==> src/rtl/elevator_scheduler.sv <==
// Three-floor elevator scheduler: latches floor calls, serves them in SCAN order,
// times travel and door dwell, and handles overload hold and SOS.
module elevator_scheduler #(
    parameter int unsigned TRAVEL_TICKS = 2,
    parameter int unsigned DOOR_TICKS   = 3
) (
    input  logic       clk,
    input  logic       rst_n,
    input  logic       st_button,
    input  logic       nd_button,
    input  logic       rd_button,
    input  logic       sos_button,
    input  logic       weight_sensor,
    output logic [1:0] current_floor,
    output logic       move_up,
    output logic       move_down,
    output logic       door_open,
    output logic [2:0] pending,
    output logic       emergency,
    output logic       overload
);

    localparam int unsigned TravelW = (TRAVEL_TICKS > 1) ? $clog2(TRAVEL_TICKS) : 1;
    localparam int unsigned DoorW   = (DOOR_TICKS > 1) ? $clog2(DOOR_TICKS) : 1;
    localparam logic [TravelW-1:0] TravelLast = TravelW'(TRAVEL_TICKS - 1);
    localparam logic [DoorW-1:0]   DoorLast   = DoorW'(DOOR_TICKS - 1);

    typedef enum logic [1:0] {StIdle, StMoving, StDoorOpen, StEmergency} state_e;

    state_e             state;
    logic               dir;  // 1 = up
    logic [TravelW-1:0] travel_cnt;
    logic [DoorW-1:0]   door_cnt;
    logic               sos_prev;
    logic               overload_q;

    logic       sos_rise;
    logic [2:0] buttons, calls, merged;
    logic [2:0] here_mask, above_mask, below_mask, step_mask;
    logic [2:0] ahead, behind;
    logic [1:0] step_floor;

    always_comb begin
        case (current_floor)
            2'd0: begin
                here_mask  = 3'b001;
                above_mask = 3'b110;
                below_mask = 3'b000;
            end
            2'd1: begin
                here_mask  = 3'b010;
                above_mask = 3'b100;
                below_mask = 3'b001;
            end
            default: begin
                here_mask  = 3'b100;
                above_mask = 3'b000;
                below_mask = 3'b011;
            end
        endcase
        sos_rise = sos_button & ~sos_prev;
        buttons  = {rd_button, nd_button, st_button};
        calls    = buttons;
        if (state == StEmergency || sos_rise) begin
            calls = 3'b000;
        end else if (state == StDoorOpen) begin
            calls = buttons & ~here_mask;
        end
        merged     = pending | calls;
        ahead      = dir ? (pending & above_mask) : (pending & below_mask);
        behind     = dir ? (pending & below_mask) : (pending & above_mask);
        step_floor = dir ? current_floor + 2'd1 : current_floor - 2'd1;
        step_mask  = 3'b001 << step_floor;
    end

    always_ff @(posedge clk or negedge rst_n) begin
        if (!rst_n) begin
            state         <= StIdle;
            dir           <= 1'b1;
            travel_cnt    <= '0;
            door_cnt      <= '0;
            pending       <= 3'b000;
            current_floor <= 2'd0;
            sos_prev      <= 1'b0;
            overload_q    <= 1'b0;
        end else begin
            sos_prev   <= sos_button;
            pending    <= merged;
            overload_q <= 1'b0;
            if (state != StEmergency && sos_rise) begin
                state      <= StEmergency;
                pending    <= 3'b000;
                travel_cnt <= '0;
                door_cnt   <= '0;
            end else begin
                unique case (state)
                    StIdle: begin
                        // A call at the car's own floor opens the door without being latched.
                        if ((merged & here_mask) != 3'b000) begin
                            state      <= StDoorOpen;
                            pending    <= merged & ~here_mask;
                            door_cnt   <= '0;
                            overload_q <= weight_sensor;
                        end else if (ahead != 3'b000) begin
                            state      <= StMoving;
                            travel_cnt <= '0;
                        end else if (behind != 3'b000) begin
                            dir        <= ~dir;
                            state      <= StMoving;
                            travel_cnt <= '0;
                        end
                    end
                    StMoving: begin
                        if (travel_cnt == TravelLast) begin
                            current_floor <= step_floor;
                            travel_cnt    <= '0;
                            if ((merged & step_mask) != 3'b000) begin
                                state      <= StDoorOpen;
                                pending    <= merged & ~step_mask;
                                door_cnt   <= '0;
                                overload_q <= weight_sensor;
                            end
                        end else begin
                            travel_cnt <= travel_cnt + TravelW'(1);
                        end
                    end
                    StDoorOpen: begin
                        if (weight_sensor) begin
                            door_cnt   <= '0;
                            overload_q <= 1'b1;
                        end else if (door_cnt == DoorLast) begin
                            travel_cnt <= '0;
                            if (ahead != 3'b000) begin
                                state <= StMoving;
                            end else if (behind != 3'b000) begin
                                dir   <= ~dir;
                                state <= StMoving;
                            end else begin
                                state <= StIdle;
                            end
                        end else begin
                            door_cnt <= door_cnt + DoorW'(1);
                        end
                    end
                    StEmergency: begin
                        if (sos_rise) begin
                            state <= StIdle;
                        end
                    end
                endcase
            end
        end
    end

    assign move_up   = (state == StMoving) && dir;
    assign move_down = (state == StMoving) && !dir;
    assign door_open = (state == StDoorOpen);
    assign emergency = (state == StEmergency);
    assign overload  = overload_q;

endmodule

==> config.mk <==
export PLATFORM = sky130hd
export DESIGN_NAME = elevator_scheduler
export DESIGN_NICKNAME = d
export VERILOG_FILES = /design/src/rtl/elevator_scheduler.sv
export SDC_FILE = /design/constraint.sdc
export NUM_CORES = 1
export LEC_CHECK = 0
export ABC_AREA = 1
export BUFFER_PORTS_ARGS = -buffer_cell sky130_fd_sc_hd__buf_2
export CAP_MARGIN = 40
export CELL_PAD_IN_SITES_DETAIL_PLACEMENT = 1
export CELL_PAD_IN_SITES_GLOBAL_PLACEMENT = 1
export CORE_UTILIZATION = 41
export CTS_CLUSTER_DIAMETER = 40
export DETAILED_ROUTE_END_ITERATION = 12
export GPL_TIMING_DRIVEN = 0
export PLACE_DENSITY = 0.87
export SYNTH_ARGS = -nofsm -noshare
export SYNTH_HDL_FRONTEND = slang
export SYNTH_SLANG_ARGS = --single-unit
==> constraint.sdc <==
create_clock -name clk -period 5.1 [get_ports clk]
set_clock_uncertainty 0.15 [all_clocks]
set_input_delay 0.765 -clock clk [delete_from_list [all_inputs] [get_ports clk]]
set_output_delay 0.765 -clock clk [all_outputs]
set_load 0.02 [all_outputs]
==> impl_metrics.yaml <==
die:
  die_w_um: 51.66
  die_y_um: 51.66
  ios: 17
  start_util: 0.4442
  rows: 17
  core-area_sq_um: 2276
  fp.dieArea_sq_um: 2668
yosys:
  syn_inst: 150
  yosys_register_bits: 13
  synth.distinct_cells: 24
  syn_nets: 161
  yosysWarnings: 0
  synthesis.area_sq_um: 1011
  synth_area_per_cell_sq_um: 6.740
  ys_seq_area_frac: 0.3230
clock_network:
  worstSkewPairLatency_ps: 300
  cts-root-buf: "clkbuf_4"
  clk_pin_slew_ps: 100
  numCtsBuffers: 3
  clock_sinks: 13
  cts_tree: "built"
  cts_setup_buffers: 0
  clockBufferDepth: 2
  htreeDepth: 1
  cts_resized: 0
  holdBufCountCts: 0
route:
  viasPerCell: 5.359
  route.detailed.drc: 0
  wl_per_cell_um: 14.86
  first_iter_violations: 14
  ant_nets: 0
  routed_wl_um: 2942
  vias: 1061
  drt_pass1_iterations: 5
power:
  p_leak_uw: 0.0006581
  powerDensity_nw_per_um2: 746.5
  ir_drop_v: 0.0003587
critical_path:
  required_ps: 4180
  critPathKind: "reg2out"
  critical_path.startpoint: "state[0]"
  rr_endpoint: "state[0]"
  endpoint_kind: "output port"
  reg2reg_depth: 11
  cp_max_fo: 7
  timing.critical_path.to: "move_up"
  rr_startpoint: "current_floor[0]"
  rrSetupSlack_ps: 3010
  arrival_ps: 1450
  startpoint_type: "flop"
grt:
  gr-usage-met3: 0.03801
  top_usage_layer: "met2"
  grt-ovfl-total: 0
  grt_use_total: 0.2546
  antenna_found_initial: 0
  grt_pass1_wl_um: 4905
  use_met2: 0.4459
  use_met1: 0.3011
  grt_pass1_vias: 1063
  grt_max_degree: 14
place:
  port_buffers: 16
  place_congestion: 0.9226
  place_hpwl_um: 2323
  placedInstanceArea_sq_um: 1126
layout:
  insertedDiodeCount: 0
  final_cell_mix: "nand2_1, inv_1, nor2_1"
  layout_commonest_cell: "nand2_1"
  layout-drive-gt1-share: 0.2412
  multi_input_area_sq_um: 594.3
  seq_area_sq_um: 326.6
  fin_area_sq_um: 1152
  areaGrowthSynthToFinish_pct: 13.99
  final_net_count: 182
  n_fill_cell: 317
sta:
  hold_violations: 0
  maxSlewViolCount: 0
  tightest_slew_ps: 425.4
  slew_headroom: 0.7142
  finalSetupViolCount: 0
  finalCritPeriodShare: 0.4632
  whs_ps: 184.4
  fmax_ghz: 0.4233
  rsz0062_at_grt: "no"
  setup-tns-final_ps: 0
  period_minus_slack_ps: 2362
run:
  timing.max_cap.violations: 0
min_path:
  hold_class: "in2async"
run_status:
  status: "finished clean"
## state kept, by name, summed over array words and instances, names as in the netlist
name / cells
pending: 3
current_floor: 2
door_cnt: 2
state: 2
dir: 1
overload: 1
sos_prev: 1
travel_cnt: 1
## layer usage
layer / vias to the layer above / routed length [um] / share of wire
li1: 510 / - / -
met1: 520 / 1290 / 0.44
met2: 22 / 1490 / 0.51
met3: 9 / 92 / 0.031
met4: 0 / 68 / 0.023
met5: - / 0 / 0
## synthesized netlist by cell type, drive strengths merged
library cell	number	share of area
a21boi	1	0.0074
a21oi	3	0.015
a31oi	1	0.0062
and3	2	0.014
dfrtp	12	0.30
dfstp	1	0.026
ha	4	0.050
inv	24	0.089
nand2	48	0.19
nand3	13	0.084
nand4	3	0.019
nor2	22	0.089
nor3	1	0.0049
nor4	1	0.012
o21ai	9	0.048
o21bai	3	0.033
or2	1	0.0062
xor2	1	0.0087
## per-stage QoR
step / total power, uW / cells / utilization / setup slack (ps)
2_1_floorplan: 626.8 / 150 / - / 3075
3_3_place_gp: 746.7 / 194 / 0.4948 / 2899
3_5_place_dp: 781.6 / 194 / 0.4948 / 2833
4_1_cts: 857.1 / 198 / 0.5063 / 2756
5_1_grt: 935.2 / 198 / 0.5063 / 2641
6_report: 860.3 / 198 / 0.5063 / 2738
## cell type report
cell class | count | area share
clock buffer | 4 | 0.02280
inverter | 24 | 0.07818
multi-input combinational | 113 | 0.5157
sequential | 13 | 0.2834
tap | 28 | 0.03040
timing repair buffer | 16 | 0.06949
## cell families (layout without fill, tap and decap cells)
logic type               count (synthesis)  count (layout)  share of synthesized area
adder cells (fa/ha/maj)                  4               4                    0.04951
AND/OR/NAND/NOR                         91              91                     0.4196
AO/OA/AOI/OAI                           17              17                     0.1102
XOR/XNOR                                 1               1                   0.008665
flip-flops                              13              13                     0.3230
buffers and inverters                   24              44                    0.08911
## how the worst min path moves through the flow
stage	cells past startpoint	start	to	slack, ps
floorplan	2	travel_cnt	travel_cnt	290
global placement	2	travel_cnt	travel_cnt	310
detailed placement	2	door_cnt[1]	door_cnt[1]	330
CTS	1	rst_n	state[0]	210
global route	1	rst_n	state[0]	220
finish	1	rst_n	state[0]	180
## where the power goes
part           total [uW]  switching [uW]  internal [uW]
Clock                71.9            41.4           30.5
Sequential            194            43.9            150
Combinational         594             401            193
Total                 860             486            374
## worst max-delay path: stages, from the launching register on
cell     delay (ps)
dfrtp_1         430
inv_1           120
nor2_1          200
inv_2           120
nor2_1          110
buf_2           170
Note: power is estimated with default switching activity, not from simulation.
